### config.mk
export PLATFORM = sky130hd
export DESIGN_NAME = pulse_qual_mc
export DESIGN_NICKNAME = d
export VERILOG_FILES = /design/src/rtl/pulse_qual_pkg.sv /design/src/rtl/pulse_qual_chan.sv /design/src/rtl/pulse_qual_mc.sv
export SDC_FILE = /design/constraint.sdc
export NUM_CORES = 2
export LEC_CHECK = 0
export ABC_CLOCK_PERIOD_IN_PS = 23700
export CORE_AREA = 2 2 257 259
export CTS_CLUSTER_SIZE = 40
export DETAILED_ROUTE_END_ITERATION = 6
export DIE_AREA = 0 0 259 261
export GPL_TIMING_DRIVEN = 0
export PLACE_DENSITY = 0.71
export SLEW_MARGIN = 40
export SYNTH_ARGS = -nofsm -noshare
export SYNTH_HDL_FRONTEND = slang
export SYNTH_SLANG_ARGS = --single-unit
### constraint.sdc
create_clock -name clk -period 23.7 [get_ports clk]
set_clock_uncertainty 0.1 [all_clocks]
set_input_delay 3.555 -clock clk [delete_from_list [all_inputs] [get_ports clk]]
set_output_delay 3.555 -clock clk [all_outputs]
set_load 0.005 [all_outputs]
### src/rtl/pulse_qual_pkg.sv
// Shared definitions for the multi-channel pulse qualifier: FSM state
// encodings and their width.
package pulse_qual_pkg;

  localparam int ST_W = 3;

  localparam logic [ST_W-1:0] ST_IDLE    = 3'b000;
  localparam logic [ST_W-1:0] ST_ARM     = 3'b100;
  localparam logic [ST_W-1:0] ST_QUAL    = 3'b101;
  localparam logic [ST_W-1:0] ST_FIRE    = 3'b001;
  localparam logic [ST_W-1:0] ST_HOLD    = 3'b011;
  localparam logic [ST_W-1:0] ST_RELEASE = 3'b111;
  localparam logic [ST_W-1:0] ST_DONE    = 3'b110;

endpackage

### src/rtl/pulse_qual_chan.sv
// One pulse-qualifier channel. It synchronises the raw pin, applies the
// polarity, qualifies the pulse width, emits a one-cycle event, enforces a
// hold-off and then waits for release. It also keeps an event counter and a
// sticky stuck-active flag.
module pulse_qual_chan
  import pulse_qual_pkg::*;
#(
  parameter int CNT_W = 32,
  parameter int EVT_W = 16
) (
  input  logic             clk_i,
  input  logic             rst_i,
  input  logic             ce_i,
  input  logic             gpio_i,
  input  logic             pol_i,
  input  logic [CNT_W-1:0] thr_i,
  input  logic [CNT_W-1:0] wait_i,
  input  logic [CNT_W-1:0] max_i,
  input  logic             clear_i,
  output logic             new_count_o,
  output logic             err_stuck_o,
  output logic [EVT_W-1:0] event_count_o,
  output logic [ST_W-1:0]  state_o
);

  localparam logic [CNT_W-1:0] CNT_ONE = {{(CNT_W-1){1'b0}}, 1'b1};
  localparam logic [EVT_W-1:0] EVT_ONE = {{(EVT_W-1){1'b0}}, 1'b1};

  // Counter increment that sticks at all-ones, so an all-ones threshold
  // can never be exceeded and a long stuck pulse never wraps.
  function automatic logic [CNT_W-1:0] sat_inc(input logic [CNT_W-1:0] v);
    return (&v) ? v : (v + CNT_ONE);
  endfunction

  logic             sync1_q, sync2_q;
  logic             s;
  logic [ST_W-1:0]  state_q, state_d;
  logic [CNT_W-1:0] cnt_q, cnt_d;
  logic [CNT_W-1:0] thr_q, thr_d;
  logic [CNT_W-1:0] wait_q, wait_d;
  logic [CNT_W-1:0] max_q, max_d;
  logic [EVT_W-1:0] evt_q;
  logic             err_q;
  logic             stuck_set;

  // Two-flop synchroniser for the asynchronous pin; deliberately not gated by ce.
  always_ff @(posedge clk_i or posedge rst_i) begin
    if (rst_i) begin
      sync1_q <= 1'b0;
      sync2_q <= 1'b0;
    end else begin
      sync1_q <= gpio_i;
      sync2_q <= sync1_q;
    end
  end

  // Polarity is applied live, after the synchroniser.
  assign s = sync2_q ^ pol_i;

  // Next-state, counter and config-latch logic of the qualifier FSM.
  always_comb begin
    state_d   = state_q;
    cnt_d     = cnt_q;
    thr_d     = thr_q;
    wait_d    = wait_q;
    max_d     = max_q;
    stuck_set = 1'b0;
    case (state_q)
      ST_IDLE, ST_DONE: begin
        thr_d   = thr_i;
        wait_d  = wait_i;
        max_d   = max_i;
        cnt_d   = '0;
        state_d = ST_ARM;
      end
      ST_ARM: begin
        if (s) begin
          cnt_d   = '0;
          state_d = ST_QUAL;
        end
      end
      ST_QUAL: begin
        if (cnt_q > thr_q) begin
          state_d = ST_FIRE;
        end else if (!s) begin
          state_d = ST_IDLE;
        end else begin
          cnt_d = sat_inc(cnt_q);
        end
      end
      ST_FIRE: begin
        cnt_d   = '0;
        state_d = ST_HOLD;
      end
      ST_HOLD: begin
        cnt_d = sat_inc(cnt_q);
        if (cnt_q > wait_q) begin
          state_d = ST_RELEASE;
        end
      end
      ST_RELEASE: begin
        if (!s) begin
          state_d = ST_DONE;
        end else begin
          cnt_d     = sat_inc(cnt_q);
          stuck_set = (max_q != '0) && (cnt_q > max_q);
        end
      end
      default: begin
        cnt_d   = '0;
        state_d = ST_IDLE;
      end
    endcase
  end

  // FSM state, timing counter and latched config advance only on enabled cycles.
  always_ff @(posedge clk_i or posedge rst_i) begin
    if (rst_i) begin
      state_q <= ST_IDLE;
      cnt_q   <= '0;
      thr_q   <= '0;
      wait_q  <= '0;
      max_q   <= '0;
    end else if (ce_i) begin
      state_q <= state_d;
      cnt_q   <= cnt_d;
      thr_q   <= thr_d;
      wait_q  <= wait_d;
      max_q   <= max_d;
    end
  end

  // Event counter: counts on leaving FIRE; a coincident clear leaves exactly one.
  always_ff @(posedge clk_i or posedge rst_i) begin
    if (rst_i) begin
      evt_q <= '0;
    end else if (ce_i && (state_q == ST_FIRE)) begin
      evt_q <= clear_i ? EVT_ONE : (evt_q + EVT_ONE);
    end else if (clear_i) begin
      evt_q <= '0;
    end
  end

  // Sticky stuck-active flag: a new detection beats a coincident clear.
  always_ff @(posedge clk_i or posedge rst_i) begin
    if (rst_i) begin
      err_q <= 1'b0;
    end else if (ce_i && stuck_set) begin
      err_q <= 1'b1;
    end else if (clear_i) begin
      err_q <= 1'b0;
    end
  end

  assign new_count_o   = (state_q == ST_FIRE);
  assign err_stuck_o   = err_q;
  assign event_count_o = evt_q;
  assign state_o       = state_q;

endmodule

### src/rtl/pulse_qual_mc.sv
// N-channel pulse qualifier between the GPIO pins and the timestamp logic.
// The shared configuration is fanned out to independent channels, and their
// outputs are packed into flat buses.
module pulse_qual_mc
  import pulse_qual_pkg::*;
#(
  parameter int N_CH  = 4,
  parameter int CNT_W = 32,
  parameter int EVT_W = 16
) (
  input  logic                  clk,
  input  logic                  hard_rst,
  input  logic                  ce,
  input  logic [N_CH-1:0]       gpio,
  input  logic [N_CH-1:0]       polarity,
  input  logic [CNT_W-1:0]      threshold,
  input  logic [CNT_W-1:0]      waiting,
  input  logic [CNT_W-1:0]      max_width,
  input  logic                  clear,
  output logic [N_CH-1:0]       new_count,
  output logic [N_CH-1:0]       err_stuck,
  output logic [N_CH*EVT_W-1:0] event_count,
  output logic [N_CH*ST_W-1:0]  state
);

  for (genvar k = 0; k < N_CH; k++) begin : g_ch
    pulse_qual_chan #(
      .CNT_W(CNT_W),
      .EVT_W(EVT_W)
    ) u_chan (
      .clk_i        (clk),
      .rst_i        (hard_rst),
      .ce_i         (ce),
      .gpio_i       (gpio[k]),
      .pol_i        (polarity[k]),
      .thr_i        (threshold),
      .wait_i       (waiting),
      .max_i        (max_width),
      .clear_i      (clear),
      .new_count_o  (new_count[k]),
      .err_stuck_o  (err_stuck[k]),
      .event_count_o(event_count[k*EVT_W +: EVT_W]),
      .state_o      (state[k*ST_W +: ST_W])
    );
  end

endmodule
==> results.json <==
{
  "cp-startpoint": "ce",
  "core.rowCount": 94,
  "yosysMostFrequentCell": "dfrtp_1",
  "vdd_drop_max_mv": 0.0711,
  "clockBufferDepth": 3,
  "met2_length_mm": 50.2,
  "multiInputGateArea_mm2": 0.0184,
  "relSlewSlack_pct": 39.9,
  "required_ps": 24100,
  "synthToLayoutAreaGrowth_pct": 15.8,
  "cp_max_fo": 10,
  "syn_avg_cell_area_um2": 9.77,
  "die_x_um": 259,
  "synth_seq_cells": 600,
  "hold_viol": 0,
  "ys_top_cells_by_count": "600 x dfrtp_1, 407 x inv_1, 392 x ha_1",
  "fin_tns_setup_ps": 0,
  "status": "complete, no violations",
  "drive_gt1_share_pct": 11.7,
  "layout_min_cycle_time_ps": 7040,
  "seqCellArea_mm2": 0.0150,
  "worstSetupPathType": "input pin to flop",
  "postSynth.asyncResetShare_pct": 100,
  "grt_max_degree": 80,
  "synth_edf_count": 0,
  "tightest_slew_ps": 893,
  "io_pins": 192,
  "antenna_found_initial": 8,
  "post-cts-setup-buffer-count": 0,
  "worstSkewPairLatency_ps": 630,
  "gp_congestion": 0.971,
  "cts_tree": "built",
  "power.leakage_nw": 19.1,
  "finalSetupViolCount": 0,
  "timing.rr.start": "g_ch[3].u_chan.cnt_q[25]",
  "worstHoldPathType": "flop to flop",
  "rsz0062_at_grt": "no",
  "start_util_pct": 54.4,
  "wl_met1_mm": 45.4,
  "hold_slack_ps": 246,
  "drv_cap": 0,
  "top_layer_used": "met5",
  "yosys.area.top_type": "dfrtp_1",
  "routedWlPerCell_um": 22.9,
  "port_buffers": 191,
  "via_per_inst": 6.08,
  "grt_pass1_vias": 28100,
  "vias": 29300,
  "clock_sinks": 600,
  "hold_path.startpoint": "g_ch[2].u_chan.sync1_q",
  "antenna_left": 0,
  "syn_area_mm2": 0.0354,
  "clockRootBuffer": "clkbuf_16",
  "grt_remaining_overflow": 0,
  "post-synth-top-area-fraction_pct": 42.4,
  "htree_levels": 3,
  "drv_slew": 0,
  "clk_pin_slew_ps": 60,
  "total_power_mw": 4.25,
  "max_freq_mhz": 142,
  "syn_inst": 3621,
  "grt_pass1_wl_mm": 167,
  "die-area_mm2": 0.0676,
  "synth_fp_nets": 4121,
  "ys_types": 68,
  "synth.area.top_cells": "dfrtp_1 42%, ha_1 14%, mux2_2 9.3%",
  "drc": 0,
  "cts_buffers": 68,
  "crit_path_start_kind": "input pin",
  "die_height_um": 261,
  "powerDensity_mw_per_mm2": 104,
  "finalCritPeriodShare_pct": 29.7,
  "dp_hpwl_mm": 84.6,
  "wl_met3_mm": 8.11,
  "synth_ff_type": "dfrtp_1",
  "grtUsageTotal_pct": 32.7,
  "cts_resized": 0,
  "synth_warnings": 0,
  "wirelength_mm": 110,
  "final_nets": 4392,
  "worstPathArrival_ps": 7450,
  "seq_area_frac_synth_pct": 42.4,
  "fill_cells": 5423,
  "cts_hold_buf": 0,
  "coreArea_mm2": 0.0650,
  "drt_iter0_markers": 2706,
  "end_kind": "flop",
  "drt-pass1-iter-count": 6
}
worst paths after layout:
path                                             end  slack, ps  cells after the start
max in group asynchronous  g_ch[3].u_chan.wait_q[10]      18910                      5
setup reg to reg            g_ch[3].u_chan.cnt_q[24]      19470                      9
setup / recovery            g_ch[2].u_chan.thr_q[19]      16660                      7
hold / removal                g_ch[2].u_chan.sync2_q        250                      0
min in group asynchronous   g_ch[0].u_chan.thr_q[24]       3220                      2
hold reg to reg               g_ch[2].u_chan.sync2_q        250                      0
kinds of logic after synthesis:
| group | Yosys count | synth area share, % |
|---|---|---|
| adders and majority gates | 392 | 13.9 |
| and+or+nand+nor | 962 | 13.3 |
| xor gates and xnor gates | 60 | 1.49 |
| muxes | 298 | 9.47 |
| buffers and inverters | 540 | 5.94 |
| AOI/OAI and AO/OA | 769 | 13.5 |
| DFF | 600 | 42.4 |
state kept, by name, summed over array words and instances (netlist names):
register,cells
g_ch.u_chan.cnt_q,128
g_ch.u_chan.max_q,128
g_ch.u_chan.thr_q,128
g_ch.u_chan.wait_q,128
g_ch.u_chan.event_count_o,64
g_ch.u_chan.state_o,12
g_ch.u_chan.err_stuck_o,4
g_ch.u_chan.sync1_q,4
g_ch.u_chan.sync2_q,4
power breakdown:
part	internal, mW	total (mW)	switching [mW]
Sequential	1.38	1.60	0.221
Combinational	0.694	1.58	0.887
Clock	0.608	1.06	0.454
cell type report:
type	instances	share of cell area, %
multi-input combinational	2481	44.8
sequential	600	36.7
timing repair buffer	201	5.30
clock buffer	99	4.76
inverter	407	3.75
tap	864	2.64
buffer	133	1.41
clock inverter	20	0.620
antenna	8	0.0489
per-stage QoR:
step,instance area (um2),setup WS [ps],util (%),std cells
floorplan,35400,3250,-,3621
global placement,38400,-4160,59.0,4676
detailed placement,38700,16160,59.5,4686
CTS,40900,16800,62.9,4805
global route,40900,16710,62.9,4806
finish,40900,16660,63.0,4813
worst max-delay path, cell delays in order:
cell and delay, ps:
clkdlybuf4s50_1 670, clkbuf_2 500, clkbuf_2 550, nand3b_1 420, clkbuf_1 680, clkbuf_1 630
mux2_2 410
metal layers:
metal | up-vias | GRT usage (%)
li1 | 13500 | -
met1 | 14300 | 42.8
met2 | 1146 | 52.1
met3 | 304 | 5.61
met4 | 2 | 17.5
met5 | - | 0
placed cells by master (no fill, tap or decap), types with 9 or more instances in the layout:
master / netlist / final
a2111oi_0: 12 / 10
a211oi_1: 13 / 13
a21o_1: 36 / 36
a21oi_1: 168 / 168
a31oi_1: 41 / 41
and2_1: 14 / 14
and3_1: 43 / 43
and4_1: 13 / 13
buf_1: 20 / 20
buf_16: 0 / 9
buf_2: 14 / 14
buf_4: 9 / 9
clkbuf_1: 87 / 102
clkbuf_16: 0 / 68
clkbuf_8: 0 / 13
clkdlybuf4s50_1: 0 / 191
dfrtp_1: 600 / 600
ha_1: 392 / 392
inv_1: 407 / 406
mux2_2: 293 / 293
nand2_1: 268 / 268
nand2b_1: 24 / 24
nand3_1: 128 / 128
nand4_1: 114 / 114
nor2_1: 195 / 195
nor2b_1: 33 / 33
nor3_1: 40 / 38
nor4_1: 51 / 43
o211ai_1: 11 / 11
o21a_1: 16 / 16
o21ai_0: 266 / 266
o31ai_1: 104 / 104
o41ai_1: 29 / 29
or3_1: 18 / 18
xnor2_1: 17 / 17
xor2_1: 43 / 43
Power figures use the tool's default switching activity.
